### src/rtl/bcd_scan_display.sv
// Sequential double-dabble binary-to-BCD converter driving a scanned 7-seg display.
// Optional leading-zero blanking: define LEADING_ZERO_BLANK_EN.
module bcd_scan_display #(
  parameter int VAL_W       = 14,
  parameter int NUM_DIGITS  = 4,
  parameter int REFRESH_DIV = 100000
) (
  input  logic                  clk,
  input  logic                  rst_n,
  input  logic [VAL_W-1:0]      val,
  input  logic                  load,
  output logic                  busy,
  output logic                  overflow,
  output logic [6:0]            seg,
  output logic [NUM_DIGITS-1:0] an
);

  // enough nibbles for any VAL_W-bit value, plus one spare
  localparam int BCD_F = (VAL_W * 30103 + 99999) / 100000 + 1;
  localparam int BCD_N = (BCD_F > NUM_DIGITS) ? BCD_F : NUM_DIGITS;
  localparam int BCD_W = 4 * BCD_N;
  localparam int CNT_W = $clog2(VAL_W + 1);
  localparam int REF_W = $clog2(REFRESH_DIV);
  localparam int IDX_W = (NUM_DIGITS > 1) ? $clog2(NUM_DIGITS) : 1;
  localparam logic [63:0] LIMIT = 64'd10 ** NUM_DIGITS;

  localparam logic [6:0] SEG_DASH  = 7'b011_1111;
  localparam logic [6:0] SEG_BLANK = 7'b111_1111;

  typedef enum logic [1:0] {
    IDLE,
    SHIFT,
    COMMIT
  } state_t;

  state_t state_q, state_d;

  logic [VAL_W-1:0] bin_q, bin_d;
  logic [VAL_W-1:0] cap_q, cap_d;
  logic [BCD_W-1:0] bcd_q, bcd_d;
  logic [BCD_W-1:0] adj;
  logic [CNT_W-1:0] cnt_q, cnt_d;
  logic             ovf_q, ovf_d;

  logic [NUM_DIGITS-1:0][3:0] dig_q, dig_d;

  logic [REF_W-1:0] ref_q;
  logic [IDX_W-1:0] idx_q;

  always_comb begin
    state_d = state_q;
    bin_d   = bin_q;
    cap_d   = cap_q;
    bcd_d   = bcd_q;
    cnt_d   = cnt_q;
    ovf_d   = ovf_q;
    dig_d   = dig_q;
    adj     = bcd_q;
    unique case (state_q)
      IDLE: begin
        if (load) begin
          state_d = SHIFT;
          bin_d   = val;
          cap_d   = val;
          bcd_d   = '0;
          cnt_d   = '0;
        end
      end
      SHIFT: begin
        for (int i = 0; i < BCD_N; i++) begin
          if (bcd_q[4*i +: 4] >= 4'd5) begin
            adj[4*i +: 4] = bcd_q[4*i +: 4] + 4'd3;
          end
        end
        {bcd_d, bin_d} = {adj, bin_q} << 1;
        cnt_d = cnt_q + 1'b1;
        if (cnt_q == CNT_W'(VAL_W - 1)) begin
          state_d = COMMIT;
        end
      end
      COMMIT: begin
        ovf_d   = 64'(cap_q) >= LIMIT;
        dig_d   = bcd_q[NUM_DIGITS*4-1:0];
        state_d = IDLE;
      end
      default: state_d = IDLE;
    endcase
  end

  always_ff @(posedge clk) begin
    if (!rst_n) begin
      state_q <= IDLE;
      bin_q   <= '0;
      cap_q   <= '0;
      bcd_q   <= '0;
      cnt_q   <= '0;
      ovf_q   <= 1'b0;
      dig_q   <= '0;
    end else begin
      state_q <= state_d;
      bin_q   <= bin_d;
      cap_q   <= cap_d;
      bcd_q   <= bcd_d;
      cnt_q   <= cnt_d;
      ovf_q   <= ovf_d;
      dig_q   <= dig_d;
    end
  end

  always_ff @(posedge clk) begin
    if (!rst_n) begin
      ref_q <= '0;
      idx_q <= '0;
    end else if (ref_q == REF_W'(REFRESH_DIV - 1)) begin
      ref_q <= '0;
      if (idx_q == IDX_W'(NUM_DIGITS - 1)) begin
        idx_q <= '0;
      end else begin
        idx_q <= idx_q + 1'b1;
      end
    end else begin
      ref_q <= ref_q + 1'b1;
    end
  end

  function automatic logic [6:0] dec7(input logic [3:0] d);
    logic [6:0] s;
    case (d)
      4'd0:    s = 7'b100_0000;
      4'd1:    s = 7'b111_1001;
      4'd2:    s = 7'b010_0100;
      4'd3:    s = 7'b011_0000;
      4'd4:    s = 7'b001_1001;
      4'd5:    s = 7'b001_0010;
      4'd6:    s = 7'b000_0010;
      4'd7:    s = 7'b111_1000;
      4'd8:    s = 7'b000_0000;
      4'd9:    s = 7'b001_0000;
      default: s = SEG_BLANK;
    endcase
    return s;
  endfunction

  logic blank;

`ifdef LEADING_ZERO_BLANK_EN
  logic [NUM_DIGITS-1:0] lz;
  logic                  zhi;

  // digit k is a leading zero when it and every digit above it are zero
  always_comb begin
    lz  = '0;
    zhi = 1'b1;
    for (int k = NUM_DIGITS - 1; k > 0; k--) begin
      zhi   = zhi & (dig_q[k] == 4'd0);
      lz[k] = zhi;
    end
  end

  assign blank = lz[idx_q];
`else
  assign blank = 1'b0;
`endif

  always_comb begin
    seg = dec7(dig_q[idx_q]);
    if (ovf_q) begin
      seg = SEG_DASH;
    end else if (blank) begin
      seg = SEG_BLANK;
    end
  end

  assign an       = ~(NUM_DIGITS'(1) << idx_q);
  assign busy     = (state_q != IDLE);
  assign overflow = ovf_q;

endmodule

### config.mk
export PLATFORM = sky130hd
export DESIGN_NAME = bcd_scan_display
export DESIGN_NICKNAME = d
export VERILOG_FILES = /design/src/rtl/bcd_scan_display.sv
export SDC_FILE = /design/constraint.sdc
export NUM_CORES = 1
export LEC_CHECK = 0
export CORE_MARGIN = 4
export CORE_UTILIZATION = 50
export DETAILED_ROUTE_END_ITERATION = 6
export PLACE_DENSITY_LB_ADDON = 0.2
export SYNTH_ARGS = -nofsm -noshare
export SYNTH_HDL_FRONTEND = slang
export SYNTH_SLANG_ARGS = --single-unit
### constraint.sdc
create_clock -name clk -period 2.4 [get_ports clk]
set_input_delay 0.48 -clock clk [delete_from_list [all_inputs] [get_ports clk]]
set_output_delay 0.48 -clock clk [all_outputs]
set_load 0.02 [all_outputs]
==> impl_metrics.csv <==
group,metric,value,unit
synth,synth_edf_count,0,
critical_path,reg2reg_slack,0.51,ns
timing,clock_skew,0.01143,ns
die,core-area,0.007687,sq mm
layout,final_cells,621,
die,start_util,51.22,%
clock_tree,root_buffer,"clkbuf_8",
synth,seq_area_frac_synth,41.69,%
routing,drt_wl_total,8017,um
timing,fmax,0.3990,GHz
synth,ys_async_sr_fraction,0,%
place,io_buffers,29,
critical_path,crit_slowest_cell,"mux4_2",
critical_path,reg2reg_depth,6,
layout,nets,552,
routing,ant_nets,0,
synth,syn-mean-instance-area,8.290,sq um
critical_path,crit_family,"multiplexers",
timing,layout_setup_ws,-0.1064,ns
clock_tree,cts.reportedPaths.clkPinSlew,0.08,ns
synth,synthCells,475,
die,die_w,96.74,um
layout,final_area,0.004672,sq mm
die,rows,32,
clock_tree,cts_num_sinks,82,
layout,fillers,693,
die,io_pins,30,
power_and_ir_drop,p_comb_share,6.9,%
critical_path,r2r_start,"ref_q[0]",
timing,finalSetupViolCount,7,
timing,grt_setup_unrepaired,"yes",
place,place_hpwl,5611,um
clock_tree,cts.htree.levels,3,
synth,ys_types,42,
critical_path,start_kind,"register",
timing,maxSlewViolCount,0,
routing,viasPerCell,5.172,
routing,remaining_drc_errors,0,
layout,n_antenna_cell,0,
timing,hold_viol_final,0,
synth,synth_top_area_share,41.69,%
grt,grt_pass1_wl,14040,um
hold_path,min_from,"cap_q[6]",
critical_path,end_kind,"output port",
routing,drtIter0Drc,169,
clock_tree,cts_tree,"built",
synth,synth_warnings,0,
timing,max_slew_margin,44.96,%
place,pre_cts_ws,-0.2436,ns
flow_run,drv_cap,0,
grt,antenna_found_initial,0,
power_and_ir_drop,p_seq_share,54.3,%
routing,vias,3212,
power_and_ir_drop,vdd_drop_max,0.4090,mV
critical_path,crit_fanout,4,
layout,drive_gt1_share,14.45,%
critical_path,cp.depth,6,
synth,synthesis.area,0.003938,sq mm
status,status,"finished with violations",
power_and_ir_drop,p_sw_share,23.98,%
synth,synth_seq_cells,82,
routing,wl_per_cell,12.91,um
critical_path,worstReg2RegEnd,"ref_q[12]",
timing,period_minus_slack,2.506,ns
grt,grt_pass1_vias,3153,
grt,track_usage,17.85,%
status,failed_checks,"negative setup slack",
critical_path,crit_required,1.92,ns
critical_path,critPathLaunch,"idx_q[0]",
timing,tightest_slew,0.8255,ns
synth,yosys.area.top_type,"dfxtp_1",
place,dpl.cell_count,602,
layout,syn2layout_area_growth,18.65,%
clock_tree,cts.path.max_buffers,2,
layout,post-route-util,60.77,%
critical_path,worst-setup-path-type,"register to output port",
clock_tree,clk_latency,0.35,ns
place,place_area,0.004398,sq mm
synth,synth.area.top_cells,"dfxtp_1 (42%), nand2_1 (10%), ha_1 (6.7%), a21boi_0 (4.6%), a21oi_1 (3.1%)",
clock_tree,cts_hold_buffers,0,
power_and_ir_drop,clkPwrFrac,38.8,%
critical_path,cp.buffers_inverters,2,
power_and_ir_drop,p_per_area,558.0,mW/mm^2
critical_path,endpoint,"seg[6]",
timing,fin_crit_sh,104.4,%
critical_path,cp_data_arrival_time,2.03,ns
power_and_ir_drop,power.internal,1.982,mW
power_and_ir_drop,leakagePower,1.715,nW
critical_path,cp_cell_sequence,"mux4_2, buf_4, ha_1, nor2_2, a211oi_2, buf_4",
grt,grt_remaining_overflow,0,
critical_path,cp_common_cell,"buf_4",
clock_tree,cts_buffers,9,
synth,synthesis.nets,513,
power_and_ir_drop,switchingPower,0.6252,mW
grt,grt_max_degree,36,
die,die-area,0.009359,sq mm
critical_path,slowest_delay,0.54,ns
hold_path,min_path_type,"register to register",
routing,dr.pass1.iters,4,
place,gp_congestion,0.7755,
synth,synth_ff_type,"dfxtp_1",
die,die_h,96.74,um
[sequential cells by signal (all words and copies together) (netlist names)]
| signal | cells |
|---|---|
| bcd_q | 16 |
| cap_q | 10 |
| bin_q | 14 |
| idx_q | 2 |
| cnt_q | 4 |
| overflow | 1 |
| state_q | 2 |
| dig_q | 16 |
| ref_q | 17 |
[cell type report]
cell class / instances / area [sq um] / area share, %
Clock buffer: 11 / 141.4 / 3.026
Multi-Input combinational cell: 346 / 2130 / 45.58
Tap cell: 102 / 127.6 / 2.732
Timing Repair Buffer: 53 / 483.0 / 10.34
Inverter: 22 / 82.58 / 1.768
Sequential cell: 82 / 1645 / 35.22
Clock inverter: 5 / 62.56 / 1.339
[synthesized netlist by cell type (6+ instances only)]
| cell type | n |
|---|---|
| a21boi_0 | 24 |
| a21oi_1 | 24 |
| a31oi_1 | 13 |
| and2_1 | 6 |
| buf_2 | 7 |
| clkbuf_1 | 15 |
| dfxtp_1 | 82 |
| ha_1 | 21 |
| inv_1 | 21 |
| nand2_1 | 105 |
| nand2b_1 | 7 |
| nand3_1 | 21 |
| nor2_1 | 32 |
| nor3_1 | 13 |
| o21ai_0 | 15 |
| xnor2_1 | 12 |
| xor2_1 | 10 |
[per-layer routing]
| layer | GRT usage (%) | wire, um |
|---|---|---|
| met1 | 22.28 | 3800 |
| met5 | 0 | 0 |
| met4 | 8.207 | 149 |
| met3 | 2.812 | 216 |
| met2 | 30.20 | 3850 |
[what timing repair did]
item                                    CTS  global route
endpoints found under the setup margin    9             9
setup buffers                             2             1
pin swaps                                 3             7
hold endpoints to repair                  0             0
resized for setup                        51             9
[cells in the final DEF (no fill, tap or decap), types with 12 or more instances in the layout]
cell               n
a21boi_0          24
a21oi_1           21
a31oi_1           13
buf_4             24
clkdlybuf4s50_1   18
dfxtp_1           81
ha_1              19
inv_1             19
nand2_1          105
nand3_1           21
nor2_1            31
nor3_1            13
o21ai_0           12
xnor2_1           12
[worst register-to-register path: stages, from the launching register on]
cell	delay, ns
dfxtp_1	0.37
ha_1	0.23
nand4_2	0.17
nor4_2	0.28
nand3_2	0.16
nand2_1	0.44
nor2_1	0.12
[how the worst min path moves through the flow]
stage | slack, ns | depth (start not counted) | to
2_1_floorplan | 0.43 | 1 | ref_q[0]
3_3_place_gp | 0.44 | 1 | ref_q[0]
3_5_place_dp | 0.45 | 2 | cap_q[6]
4_1_cts | 0.46 | 2 | cap_q[6]
5_1_grt | 0.48 | 2 | cap_q[12]
6_report | 0.46 | 2 | cap_q[6]
[cell families (layout without fill, tap and decap cells)]
family,Yosys count,in the layout,share of synthesized area (%)
AND/OR/NAND/NOR,207,207,23.90
AO/OA/AOI/OAI,86,86,13.70
flip-flops,82,82,41.69
buffers and inverters,47,91,5.084
XOR/XNOR,23,23,5.307
adder cells (fa/ha/maj),21,21,6.673
multiplexers,9,9,3.654
[per-stage QoR]
stage	hold WS, ns	setup TNS (ns)	total power [mW]
final	0.4587	-0.5840	2.607
after detailed placement	0.4480	-1.428	1.630
after floorplan	0.4257	0	1.558
after global placement	0.4405	-1.198	1.627
after global routing	0.4817	-1.268	2.726
after CTS	0.4596	-0.6899	2.639
[power groups by stage]
stage	sequential, mW	combinational [mW]	clock (mW)
floorplan	1.44	0.116	0
global placement	1.45	0.180	0
detailed placement	1.45	0.182	0
CTS	1.42	0.182	1.04
global route	1.42	0.200	1.11
finish	1.42	0.181	1.01
No activity file was read; power rests on OpenSTA's default activity.
